File: config.mk
export PLATFORM = sky130hd
export DESIGN_NAME = fifo_unloader_flat
export DESIGN_NICKNAME = d
export VERILOG_FILES = /design/src/rtl/fifo_unloader_if.sv /design/src/rtl/fifo_unloader.sv /design/src/flat_wrapper.sv
export SDC_FILE = /design/constraint.sdc
export NUM_CORES = 1
export LEC_CHECK = 0
export CAP_MARGIN = 40
export CORE_ASPECT_RATIO = 0.5
export CORE_MARGIN = 1.5
export CORE_UTILIZATION = 50
export DETAILED_ROUTE_END_ITERATION = 6
export PLACE_DENSITY = 0.79
export SLEW_MARGIN = 40
export SYNTH_ARGS = -nofsm -noshare
export SYNTH_HDL_FRONTEND = slang
export SYNTH_SLANG_ARGS = --single-unit
export TNS_END_PERCENT = 30
File: constraint.sdc
create_clock -name clk -period 3.6 [get_ports clk]
set_input_delay 1.08 -clock clk [delete_from_list [all_inputs] [get_ports clk]]
set_output_delay 1.08 -clock clk [all_outputs]
set_load 0.1 [all_outputs]
File: src/rtl/fifo_unloader_if.sv
// FIFO-side and output-stream signals of the result drain stage.
// master = the unloader, slave = the FIFO/readout side.
interface fifo_unloader_if #(
   parameter int W = 32
);
   logic          fifo_wr_en;
   logic          fifo_rd_en;
   logic [W+1:0]  fifo_data;
   logic          out_valid;
   logic          out_ready;
   logic [W-1:0]  out_data;
   logic [1:0]    out_exc;
   logic [7:0]    out_index;

   modport master (
      input  fifo_wr_en, fifo_data, out_ready,
      output fifo_rd_en, out_valid, out_data, out_exc, out_index
   );

   modport slave (
      output fifo_wr_en, fifo_data, out_ready,
      input  fifo_rd_en, out_valid, out_data, out_exc, out_index
   );
endinterface

File: src/rtl/fifo_unloader.sv
// Drains N_WORDS FloPoCo words from the result FIFO onto a valid/ready stream; read-to-valid 2 cycles.
// Backpressure: a 2-entry skid absorbs in-flight reads, so out_ready low only throttles fifo_rd_en.
module fifo_unloader #(
   parameter int W       = 32,
   parameter int ADDR    = 2,
   parameter int N_WORDS = 4
) (
   input  logic             clk,
   input  logic             rst,
   input  logic             start,
   fifo_unloader_if.master  bus,
   output logic             busy,
   output logic             done,
   output logic             err
);

   typedef enum logic [1:0] {IDLE, DRAIN, WAIT, DONE} state_t;

   localparam logic [7:0]    N_TOTAL = 8'(N_WORDS);
   localparam logic [7:0]    N_LAST  = 8'(N_WORDS - 1);
   localparam logic [ADDR:0] OCC_MAX = {1'b1, {ADDR{1'b0}}};

   state_t        state, state_nxt;
   logic [ADDR:0] occ;
   logic [7:0]    issued;
   logic [7:0]    delivered;
   logic [W+1:0]  skid0;
   logic [W+1:0]  skid1;
   logic [1:0]    used;
   logic          inflight;
   logic          pop;
   logic          rd_en;
   logic          occ_inc;
   logic [2:0]    pending;

   assign bus.out_valid = (used != 2'd0);
   assign pop           = bus.out_valid && bus.out_ready;
   assign occ_inc       = bus.fifo_wr_en && (occ != OCC_MAX);
   assign pending       = {1'b0, used} + {2'b00, inflight};

   // A read may be issued only if the skid still has room once this cycle's pop leaves.
   assign rd_en = (state == DRAIN) && (occ != '0) && (issued < N_TOTAL) &&
                  (pending < (3'd2 + {2'b00, pop}));

   assign bus.fifo_rd_en = rd_en;
   assign bus.out_data   = skid0[W-1:0];
   assign bus.out_exc    = skid0[W+1:W];
   assign bus.out_index  = delivered;
   assign busy           = (state == DRAIN) || (state == WAIT);
   assign done           = (state == DONE);

   always_comb begin
      state_nxt = state;
      case (state)
         IDLE:    if (start) state_nxt = DRAIN;
         DRAIN: begin
            if (pop && (delivered == N_LAST)) state_nxt = DONE;
            else if (issued == N_TOTAL)       state_nxt = WAIT;
         end
         WAIT:    if (pop && (delivered == N_LAST)) state_nxt = DONE;
         DONE:    state_nxt = IDLE;
         default: state_nxt = IDLE;
      endcase
   end

   always_ff @(posedge clk) begin
      if (rst) begin
         state     <= IDLE;
         occ       <= '0;
         issued    <= '0;
         delivered <= '0;
         err       <= 1'b0;
         skid0     <= '0;
         skid1     <= '0;
         used      <= 2'd0;
         inflight  <= 1'b0;
      end else begin
         state    <= state_nxt;
         occ      <= occ + {{ADDR{1'b0}}, occ_inc} - {{ADDR{1'b0}}, rd_en};
         inflight <= rd_en;

         if ((state == IDLE) && start) begin
            issued    <= '0;
            delivered <= '0;
            err       <= 1'b0;
         end else begin
            if (rd_en) issued <= issued + 8'd1;
            if (pop) begin
               delivered <= delivered + 8'd1;
               if (skid0[W+1]) err <= 1'b1;
            end
         end

         // Head is always skid0; returning read data lands behind whatever stays.
         case ({inflight, pop})
            2'b01: begin
               skid0 <= skid1;
               used  <= used - 2'd1;
            end
            2'b10: begin
               if (used == 2'd0) skid0 <= bus.fifo_data;
               else              skid1 <= bus.fifo_data;
               used <= used + 2'd1;
            end
            2'b11: begin
               if (used == 2'd2) begin
                  skid0 <= skid1;
                  skid1 <= bus.fifo_data;
               end else begin
                  skid0 <= bus.fifo_data;
               end
            end
            default: ;
         endcase
      end
   end

endmodule

File: src/flat_wrapper.sv
// flat-port wrapper written by rule: the top's interface ports become plain ports
module fifo_unloader_flat 
#(
   parameter int W       = 32,
   parameter int ADDR    = 2,
   parameter int N_WORDS = 4
)
  (clk, rst, start, busy, done, err, bus_fifo_wr_en, bus_fifo_data, bus_out_ready, bus_fifo_rd_en, bus_out_valid, bus_out_data, bus_out_exc, bus_out_index);
  fifo_unloader_if #(.W(W)) bus_i ();
  input  logic clk;
  input  logic rst;
  input  logic start;
  output logic busy;
  output logic done;
  output logic err;
  input wire logic [$bits(bus_i.fifo_wr_en)-1:0] bus_fifo_wr_en;
  input wire logic [$bits(bus_i.fifo_data)-1:0] bus_fifo_data;
  input wire logic [$bits(bus_i.out_ready)-1:0] bus_out_ready;
  output wire logic [$bits(bus_i.fifo_rd_en)-1:0] bus_fifo_rd_en;
  output wire logic [$bits(bus_i.out_valid)-1:0] bus_out_valid;
  output wire logic [$bits(bus_i.out_data)-1:0] bus_out_data;
  output wire logic [$bits(bus_i.out_exc)-1:0] bus_out_exc;
  output wire logic [$bits(bus_i.out_index)-1:0] bus_out_index;
  assign bus_i.fifo_wr_en = bus_fifo_wr_en;
  assign bus_i.fifo_data = bus_fifo_data;
  assign bus_i.out_ready = bus_out_ready;
  assign bus_fifo_rd_en = bus_i.fifo_rd_en;
  assign bus_out_valid = bus_i.out_valid;
  assign bus_out_data = bus_i.out_data;
  assign bus_out_exc = bus_i.out_exc;
  assign bus_out_index = bus_i.out_index;
  fifo_unloader #(.W(W), .ADDR(ADDR), .N_WORDS(N_WORDS)) u_core (.clk(clk), .rst(rst), .start(start), .bus(bus_i), .busy(busy), .done(done), .err(err));
endmodule
* Word level (Yosys, flattened, before mapping) *
Cells that the tools add are included.

word-level totals
  register bits = 93
  input port bits = 39
  word-level logic and storage cells = 67

cells by class
  $add $sub $neg = 8
  order comparisons = 2
  equal/unequal tests = 16
  muxes and demuxes = 12
  reduce and logical (&&, ||, !) cells = 20

operators by type and width
  kind                                                                          number
  34-bit two-way mux                                                            4
  34-bit one-hot mux with 3 select lines                                        1
  34-bit one-hot mux with 2 select lines                                        1
  8-bit by 1-bit adder with 8-bit output, second input constant                 2
  2-bit equality test, second input constant                                    5
  8-bit by 2-bit equality test with 1-bit output, second input constant         1
  8-bit by 3-bit equality test with 1-bit output, second input constant         1
  8-bit by 3-bit less-than comparator with 1-bit output, second input constant  1
  2-bit two-way mux                                                             4
  2-bit one-hot mux with 4 select lines                                         1
  1-bit logical AND                                                             7
  2-bit inequality test, second input constant                                  3
  3-bit inequality test, second input constant                                  2
  3-bit AND reduction                                                           2
  2-bit nonzero test                                                            3
  3-bit nonzero test                                                            2
  2-bit by 1-bit equality test with 1-bit output, second input constant         2
  2-bit logical NOT                                                             2
  2-bit by 1-bit inequality test with 1-bit output, second input constant       2
  2-bit one-hot mux with 2 select lines                                         1
  2-bit AND reduction                                                           2
  2-bit by 1-bit adder with 3-bit output                                        1
  2-bit by 1-bit adder with 3-bit output, first input constant                  1
  3-bit by 1-bit adder with 3-bit output                                        1
  other kinds (6)                                                               6

* Longest topological paths before layout *
Gate-level depths: netlist of the first run.

  depth after elaboration = 6
  mapped depth = 12
  gate-level depth less buffers = 12

* Worst setup path before layout of the first run *
OpenSTA, ideal clock, no wires.

  kind = input -> register
  start = input bus_out_ready
  end = register u_core.occ[2]
  setup time = 128 ps
  arrival time = 3931 ps
  required time = 3472 ps
  setup slack = -459 ps
  stages on the path = 10
  path buffers = 0
  cells stage by stage = o21ai_4 -> o21a_1 -> nor2_1 -> ha_1 -> inv_1 -> ha_1 -> fa_1 -> xnor2_1 -> xnor2_1 -> nor2_1

between the ends
  longest elaborated chain between the ends = 5

ends and longest elaborated chain
  element                                      RTL line             source
  from (decl)                                  flat_wrapper.sv:18   input wire logic [$bits(bus_i.out_ready)-1:0] bus_out_ready;
  1-bit logical AND                            fifo_unloader.sv:37  assign pop = bus.out_valid && bus.out_ready;
  2-bit by 1-bit adder with 3-bit output       fifo_unloader.sv:43  (pending < (3'd2 + {2'b00, pop}));
  3-bit less-than comparator                   fifo_unloader.sv:43
  1-bit logical AND                            fifo_unloader.sv:42  assign rd_en = (state == DRAIN) && (occ != '0) && (issued < N_TOTAL) &&
  via bus_fifo_rd_en                           flat_wrapper.sv:19   output wire logic [$bits(bus_i.fifo_rd_en)-1:0] bus_fifo_rd_en;
  3-bit by 1-bit subtractor with 3-bit output  fifo_unloader.sv:79  occ <= occ + {{ADDR{1'b0}}, occ_inc} - {{ADDR{1'b0}}, rd_en};
  to (signal assigned)                         fifo_unloader.sv:79
  to (decl)                                    fifo_unloader.sv:24  logic [ADDR:0] occ;

The timed path passes the listed nets, and every way through them passes these cells.
A chain may end at the register's enable or synchronous reset.

* Worst setup path in the final report of the first run *
  start = input bus_out_ready
  end = output bus_fifo_rd_en

between the ends
  longest elaborated chain between the ends = 4

ends and longest elaborated chain
  element                                 RTL line
  1-bit logical AND                       fifo_unloader.sv:37
  2-bit by 1-bit adder with 3-bit output  fifo_unloader.sv:43
  3-bit less-than comparator              fifo_unloader.sv:43
  1-bit logical AND                       fifo_unloader.sv:42
  to (decl)                               flat_wrapper.sv:19

Every way passes these cells.

==> results.tsv, run 1 <==
stage	metric	value	unit
critical_path	crit_start	bus_out_ready	
routing	num_vias	3363	
worst_hold_path	min_to	u_core.skid1[9]	
finish	layout-drive-gt1-share	0.193	
clock_network	cts.clk_slew.worst_paths	0.06	ns
yosys	synth_area	4040	um2
sta	hold_viol	0	
routing	ant_nets	0	
finish	fill_cells	644	
routing	wl_per_cell	13.9	um
yosys	synth-main-ff-cell	dfxtp_1	
global_route	grt_max_degree	69	
clock_network	cts_buffers	9	
global_route	grt_overflow	0	
flow_run	maxCapViolCount	0	
critical_path	worstSetupPathType	in -> out	
critical_path	rr_startpoint	u_core.used[0]	
yosys	synth_edf_count	0	
sta	rsz0062_at_grt	no	
finish	layout_common_cells	93 x dfxtp_1, 77 x nand2_1, 50 x buf_4	
placed_design	place.port_buffers	85	
placed_design	post-place-cells	616	
finish	nNetsFinal	573	
yosys	syn_nets	500	
sta	worstMarginPinSlew	0.542	ns
power_and_ir_drop	leakagePower	0.00190	uW
finish	multi_input_area	1970	um2
sta	setup_viol	0	
critical_path	startpoint_type	input port	
clock_network	h-tree-depth	3	
floorplan	initial_core_util	0.533	
clock_network	cts_tree	done	
clock_network	cts_buffer_depth	2	
sta	final-max-slew-violation-count	0	
routing	viasPerCell	5.32	
routing	drt_iter0_drc	212	
finish	seq_area	1860	um2
global_route	grt_pass1_wl	14.6	mm
floorplan	dieArea	8660	um2
sta	setup_tns	0	ns
clock_network	clock-root-buffer	clkbuf_16	
floorplan	fp.coreArea	7570	um2
routing	drc_errors	0	
yosys	yosysWarnings	0	
critical_path	end_kind	output port	
floorplan	die_y	66.5	um
critical_path	r2r_end	u_core.occ[2]	
floorplan	io_pins	86	
clock_network	cts-resized-gates	0	
routing	first_pass_iters	5	
floorplan	num_rows	22	
worst_hold_path	min_path_cells	2	
critical_path	r2r_cells	12	
sta	finalCriticalPeriod	3.40	ns
finish	n_antenna_cell	0	
finish	final_common_cell	dfxtp_1	
finish	syn_to_final_growth	29.0	%
yosys	ys_seq_area_frac	0.461	
critical_path	r2r_slack	0.70	ns
sta	relSlewSlack	0.638	
clock_network	holdBufCountCts	0	
placed_design	place_congestion	0.724	
clock_network	cts_setup_buffers	0	
floorplan	die_x	130	um
critical_path	path_max_fanout	4	
sta	timing.fmax	294	MHz
worst_hold_path	min_path_type	reg -> reg	
yosys	ys_types	46	
global_route	grt_use_total	0.215	
worst_hold_path	hp-start	u_core.skid1[9]	
yosys	synthArstFlopShare	0	
power_and_ir_drop	powerDensity	1050	nW/um2
routing	drt_wl_total	8.81	mm
status	status	finished, final reports clean	
global_route	antenna_found_initial	0	
yosys	synth_area_per_cell	9.05	um2
sta	worst_clock_skew	0.00309	ns
global_route	grt_pass1_vias	3156	
clock_network	cts_sinks	93	
yosys	synth_cells	446	
sta	finalCritPeriodShare	0.943	
yosys	synth_seq_cells	93	
clock_network	clock_latency	0.33	ns
critical_path	required	2.52	ns
power_and_ir_drop	ir_drop	0.633	mV
finish	fin_cells	632	
critical_path	worstPathArrival	2.32	ns
placed_design	place_hpwl	5.56	mm
==> cells in the mapped netlist (2+ instances only) <==
cell      count  share of area
ha_1         14          0.043
and2_1        5         0.0077
a211oi_1     14          0.026
xnor2_1       5          0.011
buf_6         3         0.0084
or3_1         3         0.0046
nor3_1        3         0.0037
a211oi_2     21          0.065
o21ai_0       5         0.0062
dfxtp_1      93           0.46
buf_2        15          0.019
a21oi_1      41          0.051
nor2b_1       3         0.0046
nand2_1      77          0.072
clkbuf_1      9         0.0084
a31oi_1       2         0.0031
a22oi_1      34          0.063
nand3_1       3         0.0037
xor2_1        5          0.011
inv_1        12          0.011
nor2_1       48          0.045
a21o_1        2         0.0037
nand4_1       4         0.0062
buf_4         3         0.0056
==> metal layers <==
layer,vias up,track usage,part of all wire
li1,1704,-,-
met1,1595,0.259,0.46
met2,57,0.378,0.49
met3,7,0.0498,0.035
met4,0,0.0806,0.011
met5,-,0,0
==> worst max path at each step <==
stage | to | slack [ns]
6_report | bus_fifo_rd_en | 0.20
2_1_floorplan | u_core.occ[2] | 0.06
4_1_cts | bus_fifo_rd_en | 0.20
3_5_place_dp | u_core.occ[2] | 0.13
5_1_grt | bus_fifo_rd_en | 0.14
3_3_place_gp | u_core.occ[2] | 0.21
==> flip-flops by register name, indices dropped and copies added, names as in the netlist <==
| signal | count |
|---|---|
| u_core.bus.out_index | 8 |
| u_core.err | 1 |
| u_core.inflight | 1 |
| u_core.issued | 8 |
| u_core.occ | 3 |
| u_core.skid0 | 34 |
| u_core.skid1 | 34 |
| u_core.state | 2 |
| u_core.used | 2 |
==> critical path, cell delays in order <==
cell	delay [ns]
clkdlybuf4s50_1	0.55
o21ai_4	0.08
o21a_1	0.23
nor2_2	0.18
buf_12	0.20
==> stage by stage <==
step | area [um2] | hold WS, ns | power, uW | util | setup slack [ns]
after floorplan | 4040 | 0.430 | 3850 | - | 0.0612
after global placement | 4870 | 0.441 | 4390 | 0.643 | 0.206
after detailed placement | 4870 | 0.447 | 4430 | 0.643 | 0.133
after CTS | 5210 | 0.455 | 5520 | 0.688 | 0.197
after global routing | 5210 | 0.474 | 5740 | 0.688 | 0.139
final | 5210 | 0.453 | 5480 | 0.688 | 0.204
==> power by group <==
| group | total [uW] | leakage, uW | internal (uW) | switching [uW] |
|---|---|---|---|---|
| Combinational | 2970 | 0.000977 | 746 | 2220 |
| Sequential | 1440 | 0.000754 | 1270 | 171 |
| Clock | 1070 | 0.000167 | 697 | 377 |
==> cells by family (layout without fill, tap and decap cells) <==
logic type / after synthesis / in the layout / share of synthesized area
multiplexers: 2 / 2 / 0.00806
flip-flops: 93 / 93 / 0.461
AO/OA/AOI/OAI: 127 / 127 / 0.239
AND/OR/NAND/NOR: 155 / 155 / 0.168
XOR/XNOR: 10 / 10 / 0.0217
adder cells (fa/ha/maj): 15 / 15 / 0.0483
buffers and inverters: 44 / 122 / 0.0539
==> layout make-up <==
cell class,count,area share
Clock buffer,12,0.0473
Multi-Input combinational cell,309,0.378
Inverter,13,0.00937
Clock inverter,4,0.0183
Tap cell,108,0.0259
Sequential cell,93,0.358
Timing Repair Buffer,93,0.163
Power figures use the tool's default switching activity.
==> inputs of run 2 (changes only) <==
Settings changed: CELL_PAD_IN_SITES_DETAIL_PLACEMENT from default to 1, CELL_PAD_IN_SITES_GLOBAL_PLACEMENT from default to 1, CORE_UTILIZATION 50 to 41, PLACE_DENSITY 0.79 to default, PLACE_DENSITY_LB_ADDON from default to 0.1.
==> run 2 against run 1 <==
  * Power shrank 1.2%
  * Cell count grew 4.4%
  * Register-to-register slack is essentially flat
  * Sequential cell count is the same
  * Worst hold slack gained 0.0021 ns
==> results.tsv, run 2 (synthesized netlist as in run 1, its figures left out) <==
stage	metric	value	unit	change
critical_path	worstSetupPathType	in -> out		
floorplan	dieArea	10500	um2	+21%
placed_design	place_congestion	0.741		+2.3%
sta	setup_tns	0	ns	unchanged
clock_network	cts_tree	done		
sta	hold_viol	0		unchanged
clock_network	cts.clk_slew.worst_paths	0.06	ns	about the same
sta	relSlewSlack	0.606		-0.0325
critical_path	end_kind	output port		
clock_network	cts-resized-gates	0		unchanged
clock_network	cts_sinks	93		unchanged
routing	drt_wl_total	10.1	mm	+15%
routing	drc_errors	0		unchanged
critical_path	startpoint_type	input port		
clock_network	cts_buffers	9		unchanged
global_route	grt_use_total	0.206		-0.00939
finish	nNetsFinal	574		+0.17%
sta	setup_viol	0		unchanged
global_route	grt_pass1_wl	16.8	mm	+15%
worst_hold_path	min_path_type	reg -> reg		
floorplan	initial_core_util	0.425		-0.109
finish	n_antenna_cell	0		unchanged
clock_network	h-tree-depth	3		unchanged
placed_design	place_hpwl	6.62	mm	+19%
status	status	finished, final reports clean		
finish	stdcell_area	5230	um2	+0.46%
routing	drt_iter0_drc	105		-50%
routing	num_vias	3440		+2.3%
routing	wl_per_cell	15.3	um	+9.7%
worst_hold_path	min_path_cells	2		unchanged
worst_hold_path	hp-start	u_core.skid1[11]		
floorplan	die_x	143	um	+10%
critical_path	path_buf_inv	2		unchanged
finish	layout-drive-gt1-share	0.198		+0.00535
global_route	grt_pass1_vias	3432		+8.7%
flow_run	maxCapViolCount	0		unchanged
sta	rsz0062_at_grt	no		
floorplan	num_rows	25		+14%
critical_path	worst-path-stages	5		unchanged
sta	worstMarginPinSlew	0.591	ns	+0.0487 ns
clock_network	cts_setup_buffers	0		unchanged
critical_path	max_stage_delay	0.56	ns	about the same
critical_path	cp_cell_sequence	clkdlybuf4s50_1, o21ai_4, o21a_1, nor2_2, buf_12		
clock_network	clock_latency	0.35	ns	+0.02 ns
critical_path	worstPathArrival	2.33	ns	about the same
sta	finalCriticalPeriod	3.41	ns	+0.0171 ns
critical_path	path_max_fanout	4		unchanged
power_and_ir_drop	leakagePower	0.00188	uW	-0.94%
critical_path	required	2.52	ns	about the same
floorplan	fp.coreArea	9510	um2	+26%
critical_path	cpMaxStageDelayCell	clkdlybuf4s50_1		
clock_network	cts_buffer_depth	2		unchanged
global_route	grt_max_degree	49		-29%
sta	final-max-slew-violation-count	0		unchanged
finish	syn_to_final_growth	29.6	%	
power_and_ir_drop	ir_drop	0.730	mV	+15%
placed_design	placed_area	4930	um2	+1.4%
global_route	grt_overflow	0		unchanged
global_route	antenna_found_initial	0		unchanged
critical_path	rr_startpoint	u_core.used[0]		
clock_network	holdBufCountCts	0		unchanged
critical_path	r2r_cells	12		unchanged
sta	timing.fmax	293	MHz	-0.50%
sta	whs	0.455	ns	+0.00208 ns
finish	top_regs	u_core.skid0 x34, u_core.skid1 x34		
critical_path	path_delay_family	buffers and inverters		
finish	final_common_cell	dfxtp_1		
sta	finalCritPeriodShare	0.948		+0.00475
clock_network	clock-root-buffer	clkbuf_16		
finish	layout_common_cells	93 x dfxtp_1, 77 x nand2_1, 49 x buf_4		
placed_design	place.port_buffers	85		unchanged
floorplan	io_pins	86		unchanged
routing	viasPerCell	5.21		-2.0%
power_and_ir_drop	powerDensity	1040	nW/um2	-1.6%
sta	worst_clock_skew	0.00505	ns	+0.00195 ns
routing	ant_nets	0		unchanged
routing	first_pass_iters	4		-1
critical_path	crit_start	bus_out_ready		
floorplan	die_y	73.2	um	+10%
[run 2: cell types whose count changed in the layout (fill, tap and decap cells not counted), sizes merged]
cell / change
bufinv: -2
buf: +1
inv: +1
clkbuf: -3
clkinvlp: +4
[run 2: worst paths after layout]
path                            slack, ns          endpoint
worst max-delay path                 0.19    bus_fifo_rd_en
worst min-delay path                 0.46  u_core.skid1[11]
worst max register to register       0.69     u_core.occ[2]
worst min register to register       0.46  u_core.skid1[11]
[run 2: layer usage]
metal / share of wire / up-vias / global-route usage
li1: - / 1706 / -
met1: 0.48 / 1671 / 0.255
met2: 0.48 / 52 / 0.363
met3: 0.035 / 11 / 0.0571
met4: 0.0084 / 0 / 0.0442
met5: 0 / - / 0
[run 2: worst min-delay path: stages (launching register included)]
cell	delay, ns
dfxtp_1	0.31
nand2_1	0.05
a21oi_1	0.05
[run 2: stage by stage]
step / setup slack (ns) / total power [uW] / cells / util
3_3_place_gp: 0.195 / 4460 / 644 / 0.519
5_1_grt: 0.119 / 5700 / 660 / 0.550
2_1_floorplan: 0.0612 / 3850 / 446 / -
4_1_cts: 0.172 / 5480 / 660 / 0.550
3_5_place_dp: 0.161 / 4500 / 644 / 0.519
6_report: 0.187 / 5420 / 660 / 0.550
[run 2: power breakdown]
| part | switching [uW] | leakage (uW) | total, uW | internal [uW] |
|---|---|---|---|---|
| clock network | 419 | 0.000134 | 959 | 539 |
| logic | 2240 | 0.000992 | 3010 | 774 |
| registers | 181 | 0.000754 | 1450 | 1270 |
| total | 2840 | 0.00188 | 5420 | 2580 |
[run 2: cell type report]
cell class | instances | area [um2]
Clock buffer | 9 | 225
Clock inverter | 7 | 73.8
Fill cell | 1115 | 4280
Inverter | 13 | 48.8
Multi-Input combinational cell | 309 | 1970
Sequential cell | 93 | 1860
Tap cell | 135 | 169
Timing Repair Buffer | 94 | 883
